## src/rtl/stack_arbiter_if.sv

```systemverilog
// ---------------------------------------------------------------------------
// stack_arbiter_if
//   Bundles the two client request/response channels and the hardware stack
//   strobe/data lines seen by stack_arbiter.
//
//   Client n (n = 0,1):
//     reqn    requester -> arbiter  request, sampled in IDLE
//     opn     requester -> arbiter  00 push, 01 pop, 10 top, 11 illegal
//     wdatan  requester -> arbiter  push data
//     gntn    arbiter -> requester  one-cycle grant pulse
//     donen   arbiter -> requester  one-cycle completion pulse
//     errn    arbiter -> requester  valid with donen, 1 = rejected
//     rdatan  arbiter -> requester  last pop/top result
//   Stack side:
//     stk_push/stk_pop/stk_top  arbiter -> stack  one-cycle strobes
//     stk_d_in                  arbiter -> stack  write data
//     stk_d_out                 stack -> arbiter  read data, cycle after strobe
//   Status:
//     depth/full/empty          arbiter -> observers
//
//   Modports: slave = the arbiter, master = clients plus the stack model.
// ---------------------------------------------------------------------------
interface stack_arbiter_if;
  logic       req0;
  logic [1:0] op0;
  logic [7:0] wdata0;
  logic       gnt0;
  logic       done0;
  logic       err0;
  logic [7:0] rdata0;

  logic       req1;
  logic [1:0] op1;
  logic [7:0] wdata1;
  logic       gnt1;
  logic       done1;
  logic       err1;
  logic [7:0] rdata1;

  logic       stk_push;
  logic       stk_pop;
  logic       stk_top;
  logic [7:0] stk_d_in;
  logic [7:0] stk_d_out;

  logic [7:0] depth;
  logic       full;
  logic       empty;

  modport slave (
    input  req0, op0, wdata0, req1, op1, wdata1, stk_d_out,
    output gnt0, done0, err0, rdata0,
    output gnt1, done1, err1, rdata1,
    output stk_push, stk_pop, stk_top, stk_d_in,
    output depth, full, empty
  );

  modport master (
    output req0, op0, wdata0, req1, op1, wdata1, stk_d_out,
    input  gnt0, done0, err0, rdata0,
    input  gnt1, done1, err1, rdata1,
    input  stk_push, stk_pop, stk_top, stk_d_in,
    input  depth, full, empty
  );
endinterface

```

## src/rtl/stack_arbiter.sv

```systemverilog
// ---------------------------------------------------------------------------
// stack_arbiter
//   Two-client round-robin arbiter and sequencer for the shared 256x8
//   hardware stack. One operation is in flight at a time and walks
//   IDLE -> ISSUE -> CAPT -> DONE, one cycle each. Occupancy is tracked here
//   so that overflowing pushes and underflowing pops/tops are rejected
//   without ever strobing the stack.
//
//   Ports:
//     clk  clock
//     rst  asynchronous, active-high reset (shared with the stack)
//     bus  stack_arbiter_if.slave: client channels, stack strobes, status
//
//   Parameter:
//     CAPACITY  maximum stored entries (<= 255; stack slot 0 is never used
//               because the pointer pre-increments on push)
// ---------------------------------------------------------------------------
module stack_arbiter #(
  parameter int CAPACITY = 255
) (
  input  logic           clk,
  input  logic           rst,
  stack_arbiter_if.slave bus
);

  localparam int         DATA_W = 8;
  localparam logic [7:0] CAP    = CAPACITY[7:0];

  localparam logic [1:0] OP_PUSH = 2'b00;
  localparam logic [1:0] OP_POP  = 2'b01;
  localparam logic [1:0] OP_TOP  = 2'b10;

  typedef enum logic [1:0] {
    IDLE  = 2'd0,
    ISSUE = 2'd1,
    CAPT  = 2'd2,
    DONE  = 2'd3
  } state_t;

  // An operation is legal when it cannot overflow or underflow the stack.
  function automatic logic op_legal(input logic [1:0] op, input logic [7:0] dep);
    case (op)
      OP_PUSH: op_legal = (dep != CAP);
      OP_POP,
      OP_TOP:  op_legal = (dep != 8'd0);
      default: op_legal = 1'b0;
    endcase
  endfunction

  state_t state_q, state_d;

  // Favoured client for the next contention (0 or 1).
  logic rr_q;

  // Operation latched at the grant edge.
  logic       win_p0;
  logic [1:0] op_p0;
  logic       legal_p0;

  logic [7:0] depth_q;
  logic [1:0] gnt_q, gnt_d;
  logic [1:0] done_q, done_d;
  logic [1:0] err_q, err_d;
  logic [1:0][DATA_W-1:0] rdata_q;

  logic              push_q, push_d;
  logic              pop_q, pop_d;
  logic              top_q, top_d;
  logic [DATA_W-1:0] d_in_q, d_in_d;

  logic              win_d;
  logic [1:0]        op_sel;
  logic [DATA_W-1:0] wdata_sel;
  logic              legal_d;
  logic              grant;
  logic              contend;

  assign contend = bus.req0 && bus.req1;

  // Next-state and next-output logic
  always_comb begin
    state_d = state_q;
    gnt_d   = 2'b00;
    done_d  = 2'b00;
    err_d   = 2'b00;
    push_d  = 1'b0;
    pop_d   = 1'b0;
    top_d   = 1'b0;
    d_in_d  = '0;
    grant   = 1'b0;

    if (contend)       win_d = rr_q;
    else if (bus.req1) win_d = 1'b1;
    else               win_d = 1'b0;

    op_sel    = win_d ? bus.op1    : bus.op0;
    wdata_sel = win_d ? bus.wdata1 : bus.wdata0;
    legal_d   = op_legal(op_sel, depth_q);

    case (state_q)
      IDLE: begin
        if (bus.req0 || bus.req1) begin
          grant        = 1'b1;
          state_d      = ISSUE;
          gnt_d[win_d] = 1'b1;
          if (legal_d) begin
            case (op_sel)
              OP_PUSH: begin
                push_d = 1'b1;
                d_in_d = wdata_sel;
              end
              OP_POP:  pop_d = 1'b1;
              OP_TOP:  top_d = 1'b1;
              default: ;
            endcase
          end
        end
      end
      ISSUE: state_d = CAPT;
      CAPT: begin
        state_d        = DONE;
        done_d[win_p0] = 1'b1;
        err_d[win_p0]  = ~legal_p0;
      end
      DONE:    state_d = IDLE;
      default: state_d = IDLE;
    endcase
  end

  // State register and registered outputs
  always_ff @(posedge clk or posedge rst) begin
    if (rst) begin
      state_q  <= IDLE;
      rr_q     <= 1'b0;
      win_p0   <= 1'b0;
      op_p0    <= 2'b00;
      legal_p0 <= 1'b0;
      depth_q  <= 8'd0;
      gnt_q    <= 2'b00;
      done_q   <= 2'b00;
      err_q    <= 2'b00;
      push_q   <= 1'b0;
      pop_q    <= 1'b0;
      top_q    <= 1'b0;
      d_in_q   <= '0;
      rdata_q  <= '0;
    end else begin
      state_q <= state_d;
      gnt_q   <= gnt_d;
      done_q  <= done_d;
      err_q   <= err_d;
      push_q  <= push_d;
      pop_q   <= pop_d;
      top_q   <= top_d;
      d_in_q  <= d_in_d;

      // IDLE -> ISSUE: latch the winning request; rotate only on contention
      if (grant) begin
        win_p0   <= win_d;
        op_p0    <= op_sel;
        legal_p0 <= legal_d;
        if (contend) rr_q <= ~win_d;
      end

      // ISSUE -> CAPT: occupancy follows the strobe that was just issued
      if (state_q == ISSUE && legal_p0) begin
        if (op_p0 == OP_PUSH)     depth_q <= depth_q + 8'd1;
        else if (op_p0 == OP_POP) depth_q <= depth_q - 8'd1;
      end

      // CAPT -> DONE: stack read data is valid one cycle after pop/top
      if (state_q == CAPT && legal_p0 && (op_p0 == OP_POP || op_p0 == OP_TOP))
        rdata_q[win_p0] <= bus.stk_d_out;
    end
  end

  assign bus.gnt0   = gnt_q[0];
  assign bus.gnt1   = gnt_q[1];
  assign bus.done0  = done_q[0];
  assign bus.done1  = done_q[1];
  assign bus.err0   = err_q[0];
  assign bus.err1   = err_q[1];
  assign bus.rdata0 = rdata_q[0];
  assign bus.rdata1 = rdata_q[1];

  assign bus.stk_push = push_q;
  assign bus.stk_pop  = pop_q;
  assign bus.stk_top  = top_q;
  assign bus.stk_d_in = d_in_q;

  assign bus.depth = depth_q;
  assign bus.full  = (depth_q == CAP);
  assign bus.empty = (depth_q == 8'd0);

endmodule

```

## src/flat_wrapper.sv

```systemverilog
// flat-port wrapper written by rule: the top's interface ports become plain ports
module stack_arbiter_flat 
#(
  parameter int CAPACITY = 255
)
  (clk, rst, bus_req0, bus_op0, bus_wdata0, bus_req1, bus_op1, bus_wdata1, bus_stk_d_out, bus_gnt0, bus_done0, bus_err0, bus_rdata0, bus_gnt1, bus_done1, bus_err1, bus_rdata1, bus_stk_push, bus_stk_pop, bus_stk_top, bus_stk_d_in, bus_depth, bus_full, bus_empty);
  stack_arbiter_if bus_i ();
  input  logic clk;
  input  logic rst;
  input wire logic [$bits(bus_i.req0)-1:0] bus_req0;
  input wire logic [$bits(bus_i.op0)-1:0] bus_op0;
  input wire logic [$bits(bus_i.wdata0)-1:0] bus_wdata0;
  input wire logic [$bits(bus_i.req1)-1:0] bus_req1;
  input wire logic [$bits(bus_i.op1)-1:0] bus_op1;
  input wire logic [$bits(bus_i.wdata1)-1:0] bus_wdata1;
  input wire logic [$bits(bus_i.stk_d_out)-1:0] bus_stk_d_out;
  output wire logic [$bits(bus_i.gnt0)-1:0] bus_gnt0;
  output wire logic [$bits(bus_i.done0)-1:0] bus_done0;
  output wire logic [$bits(bus_i.err0)-1:0] bus_err0;
  output wire logic [$bits(bus_i.rdata0)-1:0] bus_rdata0;
  output wire logic [$bits(bus_i.gnt1)-1:0] bus_gnt1;
  output wire logic [$bits(bus_i.done1)-1:0] bus_done1;
  output wire logic [$bits(bus_i.err1)-1:0] bus_err1;
  output wire logic [$bits(bus_i.rdata1)-1:0] bus_rdata1;
  output wire logic [$bits(bus_i.stk_push)-1:0] bus_stk_push;
  output wire logic [$bits(bus_i.stk_pop)-1:0] bus_stk_pop;
  output wire logic [$bits(bus_i.stk_top)-1:0] bus_stk_top;
  output wire logic [$bits(bus_i.stk_d_in)-1:0] bus_stk_d_in;
  output wire logic [$bits(bus_i.depth)-1:0] bus_depth;
  output wire logic [$bits(bus_i.full)-1:0] bus_full;
  output wire logic [$bits(bus_i.empty)-1:0] bus_empty;
  assign bus_i.req0 = bus_req0;
  assign bus_i.op0 = bus_op0;
  assign bus_i.wdata0 = bus_wdata0;
  assign bus_i.req1 = bus_req1;
  assign bus_i.op1 = bus_op1;
  assign bus_i.wdata1 = bus_wdata1;
  assign bus_i.stk_d_out = bus_stk_d_out;
  assign bus_gnt0 = bus_i.gnt0;
  assign bus_done0 = bus_i.done0;
  assign bus_err0 = bus_i.err0;
  assign bus_rdata0 = bus_i.rdata0;
  assign bus_gnt1 = bus_i.gnt1;
  assign bus_done1 = bus_i.done1;
  assign bus_err1 = bus_i.err1;
  assign bus_rdata1 = bus_i.rdata1;
  assign bus_stk_push = bus_i.stk_push;
  assign bus_stk_pop = bus_i.stk_pop;
  assign bus_stk_top = bus_i.stk_top;
  assign bus_stk_d_in = bus_i.stk_d_in;
  assign bus_depth = bus_i.depth;
  assign bus_full = bus_i.full;
  assign bus_empty = bus_i.empty;
  stack_arbiter #(.CAPACITY(CAPACITY)) u_core (.clk(clk), .rst(rst), .bus(bus_i));
endmodule
```

## config.mk

```make
export PLATFORM = sky130hd
export DESIGN_NAME = stack_arbiter_flat
export DESIGN_NICKNAME = d
export VERILOG_FILES = /design/src/rtl/stack_arbiter_if.sv /design/src/rtl/stack_arbiter.sv /design/src/flat_wrapper.sv
export SDC_FILE = /design/constraint.sdc
export NUM_CORES = 1
export LEC_CHECK = 0
export CORE_ASPECT_RATIO = 0.8
export CORE_MARGIN = 2
export CORE_UTILIZATION = 49
export DETAILED_ROUTE_END_ITERATION = 10
export GPL_ROUTABILITY_DRIVEN = 0
export GPL_TIMING_DRIVEN = 0
export PLACE_DENSITY = 0.84
export SLEW_MARGIN = 25
export SYNTH_ARGS = -nofsm -noshare
export SYNTH_HDL_FRONTEND = slang
export SYNTH_SLANG_ARGS = --single-unit
export TNS_END_PERCENT = 20
```

## constraint.sdc

```tcl
create_clock -name clk -period 6.75 [get_ports clk]
set_input_delay 2.025 -clock clk [delete_from_list [all_inputs] [get_ports clk]]
set_output_delay 2.025 -clock clk [all_outputs]
set_load 0.02 [all_outputs]
```

==> impl_metrics.py, run 1 <==
metrics = {
    "sta": {
        "rsz0062_at_grt": "no",
        "tightest_slew_ns": 0.650,
        "final-hold-violation-count": 0,
        "clock.fmax_ghz": 0.231,
        "slew_headroom": 0.564,
        "final.setup_skew_ns": 0.00376,
        "layout_min_cycle_time_ns": 4.34,
        "hold_ws_ns": 0.504,
        "fin_crit_sh": 0.642,
        "setup_tns_ns": 0,
        "setup_ws_ns": 2.41,
        "setup_viol": 0,
        "slew_viol_final": 0,
    },
    "layout": {
        "final_cells": 352,
        "utilization": 0.710,
        "synthToLayoutAreaGrowth_pct": 39.8,
        "layout.nets": 338,
        "drive_gt1_frac": 0.127,
        "diodes": 0,
    },
    "placement": {
        "io_buffers": 73,
        "dp_cells": 344,
        "post-place-ws_ns": 2.08,
        "dp_hpwl_um": 3900,
    },
    "setup_path": {
        "start_kind": "primary input",
        "critical_path_class": "primary input to flop",
        "required_ns": 6.98,
        "critical_path.max_fanout": 10,
        "r2r-start": "u_core.rr_q",
        "cp-startpoint": "bus_req0",
        "crit_arrival_ns": 4.57,
        "end_kind": "flop",
    },
    "global_routing": {
        "antenna_found_initial": 0,
        "grt_usage": 0.206,
        "met3_usage": 0.0495,
        "grt_use_met1": 0.248,
        "grt_pass1_wl_um": 8270,
        "grt_pass1_vias": 1872,
        "met2_usage": 0.369,
        "grt_max_degree": 29,
        "grt.busiest_layer": "met2",
        "grt_remaining_overflow": 0,
    },
    "synthesis": {
        "synth_top_area_frac": 0.517,
        "synth_seq_cells": 48,
        "yosys.area_share.simple": 0.124,
        "synthAdderAreaFrac": 0.0841,
        "synth_async_sr_flop_share": 1.00,
        "synthFlopType": "dfrtp_1",
        "synth_compound_area_frac": 0.141,
        "synthTopCellsByArea": "dfrtp_1 (52%), mux2_2 (7.8%), ha_1 (7.5%)",
        "muxShareOfSynthArea": 0.0862,
        "yosys.area.top_type": "dfrtp_1",
        "synth_top_family_by_area": "compound AO/OA/AOI/OAI gates",
        "ys_top_cells_by_count": "dfrtp_1 (48), nand2_1 (22), mux2_2 (16)",
        "syn_area_sq_mm": 0.00232,
        "yosysUniqueCellTypes": 38,
        "yosysMostFrequentCell": "dfrtp_1",
        "ys_seq_area_frac": 0.517,
        "synth_edf_count": 0,
        "yosysWarnings": 0,
        "synth.net_count": 257,
        "synth_cells": 210,
        "avgSynthCellArea_sq_um": 11.1,
        "synth_xor_area_frac": 0.0151,
    },
    "drt": {
        "drt_iter0_markers": 53,
        "wl_per_cell_um": 14.2,
        "wirelength_um": 4990,
        "ant_nets": 0,
        "post-route-drc-count": 0,
        "num_vias": 1835,
        "routed_via_density": 5.21,
        "drtPass1Iterations": 4,
    },
    "clocking": {
        "htree_levels": 2,
        "clk_pin_slew_worst_paths_ns": 0.09,
        "postCtsSetupBuffers": 0,
        "cts_buffer_depth": 2,
        "clkLatencyLatePin_ns": 0.30,
        "hold_buffers": 0,
        "numCtsBuffers": 5,
        "tritoncts": "done",
        "clock_sinks": 48,
        "cts_resized": 0,
        "cts_root_buffer": "clkbuf_8",
    },
    "floorplan": {
        "dieWidth_um": 81.0,
        "initial_core_util": 0.508,
        "core_area_sq_mm": 0.00457,
        "die_area_sq_mm": 0.00531,
        "boundaryPins": 75,
        "die_y_um": 65.6,
        "row_count": 22,
    },
    "pwr": {
        "leakage_uw": 0.00143,
        "p_per_area_mw_per_mm2": 436,
        "peakVddDrop_mv": 0.290,
    },
    "min_path": {
        "hp-class": "flop to flop",
        "min_from": "u_core.win_p0",
    },
    "outcome": {
        "run_status": "completed",
    },
    "job": {
        "drv_cap": 0,
    },
}
==> placed cells by master, fill, tap and decap left out, types with 8 or more instances in the layout <==
cell              n
ha_1             14
mux2_2           16
inv_1            11
dfrtp_1          48
nand3_1          13
nor2_1           10
o21ai_0           8
nand2_1          22
clkdlybuf4s50_1  73
a21oi_2           8
==> through the flow <==
step | total power, uW | area (sq um)
5_1_grt | 1520 | 3250
3_3_place_gp | 1210 | 3130
3_5_place_dp | 1240 | 3150
4_1_cts | 1430 | 3250
2_1_floorplan | 952 | 2320
6_report | 1420 | 3250
==> path summary, 6_finish.rpt <==
| path | endpoint | slack [ns] | depth (start not counted) |
|---|---|---|---|
| worst max register to register | u_core.bus.stk_d_in[1] | 4.19 | 10 |
| max in group asynchronous | u_core.bus.depth[1] | 4.22 | 3 |
| min in group asynchronous | u_core.bus.rdata0[2] | 2.04 | 2 |
| worst min register to register | u_core.done_q[0] | 0.50 | 1 |
| worst min-delay path | u_core.done_q[0] | 0.50 | 1 |
| worst max-delay path | u_core.bus.stk_d_in[1] | 2.41 | 11 |
==> power breakdown <==
part | switching, uW | total (uW) | leakage (uW) | internal (uW)
registers | 76.9 | 472 | 0.000602 | 395
logic | 399 | 767 | 0.000784 | 368
clock network | 94.2 | 177 | 0.0000434 | 82.9
total | 570 | 1420 | 0.00143 | 846
==> sequential cells by signal (all words and copies together), names as in the netlist, 2 cells and up <==
register,count
u_core.err_q,2
u_core.state_q,2
u_core.bus.rdata1,8
u_core.done_q,2
u_core.bus.rdata0,8
u_core.op_p0,2
u_core.bus.depth,8
u_core.bus.stk_d_in,8
u_core.gnt_q,2
==> layout make-up <==
class | count | area, sq um
fill | 366 | 1320
tap | 60 | 75.1
multi-input combinational | 144 | 1050
clock inverter | 2 | 15.0
clock buffer | 6 | 82.6
buffer | 5 | 26.3
inverter | 13 | 48.8
sequential | 48 | 1200
timing repair buffer | 74 | 751
==> layer usage <==
layer	part of all wire	routed length (um)
met1	0.42	2120
met3	0.048	240
met4	0.013	67
met2	0.51	2560
met5	0	0
==> critical path, stage by stage <==
cell and delay, ns:
clkdlybuf4s50_1 0.52, nand2b_1 0.12, nand2_1 0.30, mux2i_1 0.35, inv_1 0.11, ha_1 0.27, o21ba_1 0.25, nor3_2 0.04
a2111o_1 0.30, buf_6 0.16, a21oi_2 0.11
==> kinds of logic (layout without fill, tap and decap cells) <==
| logic type | count (synthesis) | in the layout |
|---|---|---|
| simple gates | 61 | 61 |
| flops | 48 | 48 |
| compound gates | 46 | 46 |
| mux | 18 | 18 |
| buf+inv | 18 | 100 |
| fa+ha+maj | 15 | 15 |
| xor+xnor | 4 | 4 |
(Power assumes the default switching activity.)
==> run 2, diff against run 1 <==
- CORE_UTILIZATION: 49 -> 46
- PLACE_DENSITY: 0.84 -> 0.8
- clock period: 6.75 -> 4.06 ns (I/O delays scaled with it)
==> impl_metrics.py, run 2 (same netlist as run 1, synthesis figures left out) <==
metrics = {
    "sta": {
        "setup_viol": 0,
        "clock.fmax_ghz": 0.280,
        "fin_crit_sh": 0.880,
        "rsz0062_at_grt": "no",
        "tightest_slew_ns": 0.605,
        "final-hold-violation-count": 0,
        "layout_min_cycle_time_ns": 3.57,
        "setup_tns_ns": 0,
        "final.setup_skew_ns": 0.00572,
        "slew_viol_final": 0,
        "slew_headroom": 0.595,
    },
    "setup_path": {
        "cp-startpoint": "bus_req0",
        "start_kind": "primary input",
        "end_kind": "flop",
        "crit_arrival_ns": 3.80,
        "required_ns": 4.29,
        "r2r_end": "u_core.bus.stk_d_in[3]",
        "ff2ff_setup_slack_ns": 1.47,
        "r2r-start": "u_core.rr_q",
        "critical_path.max_fanout": 10,
        "r2r_cells": 10,
        "critical_path_class": "primary input to flop",
    },
    "pwr": {
        "p_clk_frac": 0.126,
        "combPwrFrac": 0.538,
        "p_per_area_mw_per_mm2": 727,
        "leakage_uw": 0.00143,
        "power.total_uw": 2360,
        "swShare": 0.405,
        "peakVddDrop_mv": 0.479,
        "p_seq_frac": 0.336,
        "internal-power_uw": 1400,
        "p_sw_uw": 956,
    },
    "min_path": {
        "hp-class": "flop to flop",
        "min_from": "u_core.rr_q",
        "min_to": "u_core.rr_q",
        "worstHoldPathCells": 1,
    },
    "layout": {
        "layout.nets": 338,
        "synthToLayoutAreaGrowth_pct": 39.9,
        "drive_gt1_frac": 0.127,
        "mostFrequentLayoutCells": "clkdlybuf4s50_1 (73), dfrtp_1 (48), nand2_1 (22)",
        "multi_input_area_sq_mm": 0.00105,
        "diodes": 0,
        "regArea_sq_mm": 0.00120,
        "final_common_cell": "clkdlybuf4s50_1",
        "stdcell_area_sq_mm": 0.00325,
        "fill_cells": 384,
    },
    "drt": {
        "drtPass1Iterations": 4,
        "ant_nets": 0,
        "wl_per_cell_um": 14.7,
        "drt_iter0_markers": 74,
        "wirelength_um": 5220,
        "routed_via_density": 5.17,
        "num_vias": 1830,
        "post-route-drc-count": 0,
    },
    "placement": {
        "io_buffers": 73,
        "place_area_sq_mm": 0.00315,
        "dp_hpwl_um": 3980,
    },
    "clocking": {
        "numCtsBuffers": 5,
        "postCtsSetupBuffers": 0,
        "cts_root_buffer": "clkbuf_8",
        "htree_levels": 2,
        "tritoncts": "done",
        "clock_sinks": 48,
        "hold_buffers": 0,
        "clkLatencyLatePin_ns": 0.30,
        "clk_pin_slew_worst_paths_ns": 0.09,
        "cts_buffer_depth": 2,
        "cts_resized": 0,
    },
    "global_routing": {
        "grt_remaining_overflow": 0,
        "grt_max_degree": 29,
        "grt_pass1_wl_um": 8460,
        "antenna_found_initial": 0,
        "grt_pass1_vias": 1803,
        "grt_usage": 0.193,
    },
    "floorplan": {
        "boundaryPins": 75,
        "die_y_um": 67.6,
        "row_count": 23,
        "dieWidth_um": 83.4,
        "initial_core_util": 0.469,
        "die_area_sq_mm": 0.00564,
        "core_area_sq_mm": 0.00495,
    },
    "job": {
        "drv_cap": 0,
    },
    "outcome": {
        "run_status": "completed",
    },
}
run 2: critical path, cell delays in order:
cell	delay, ns
clkdlybuf4s50_1	0.52
nand2b_1	0.13
nand2_1	0.32
mux2i_1	0.36
inv_1	0.11
ha_1	0.27
o21ba_1	0.25
nor3_2	0.05
a2111o_1	0.30
buf_6	0.16
a21oi_2	0.10
run 2: stage by stage:
step	utilization	hold WS (ns)	setup slack, ns	instances
2_1_floorplan	-	0.437	0.986	210
3_3_place_gp	0.632	0.453	0.219	345
3_5_place_dp	0.637	0.460	0.189	346
4_1_cts	0.656	0.474	0.494	354
5_1_grt	0.656	0.515	0.328	354
6_report	0.656	0.466	0.489	354
run 2: metal layers:
layer  wire length, um  GRT usage  up-vias
li1                  -          -      900
met5                 0          0        -
met2              2480      0.325       48
met3               250     0.0513        8
met4                90     0.0685        0
met1              2400      0.246      874
run 2: how the worst max path moves through the flow:
stage,endpoint,cells after the start
3_5_place_dp,u_core.bus.stk_d_in[7],11
6_report,u_core.bus.stk_d_in[3],11
4_1_cts,u_core.bus.stk_d_in[7],11
5_1_grt,u_core.bus.stk_d_in[5],11
3_3_place_gp,u_core.bus.stk_d_in[4],11
2_1_floorplan,u_core.bus.stk_d_in[0],10
run 2: final cells by class:
class | count | share of cell area
flip-flops and latches | 48 | 0.370
multi-input cells | 144 | 0.322
repair buffers | 74 | 0.231
clock buffers | 6 | 0.0254
well taps | 62 | 0.0239
inverters | 13 | 0.0150
plain buffers | 5 | 0.00809
clock inverters | 2 | 0.00462
run 2: power groups by stage:
stage	combinational (uW)	clock, uW	sequential (uW)
after global routing	1400	323	816
final	1270	298	793
after floorplan	631	0	952
after CTS	1280	307	794
after global placement	1230	0	791
after detailed placement	1280	0	802
==> run 3, diff against run 2 <==
- SETUP_SLACK_MARGIN: not set -> 0.05
==> results of run 3 <==
No change in the layout: final DEF, timing and power equal those of run 2.
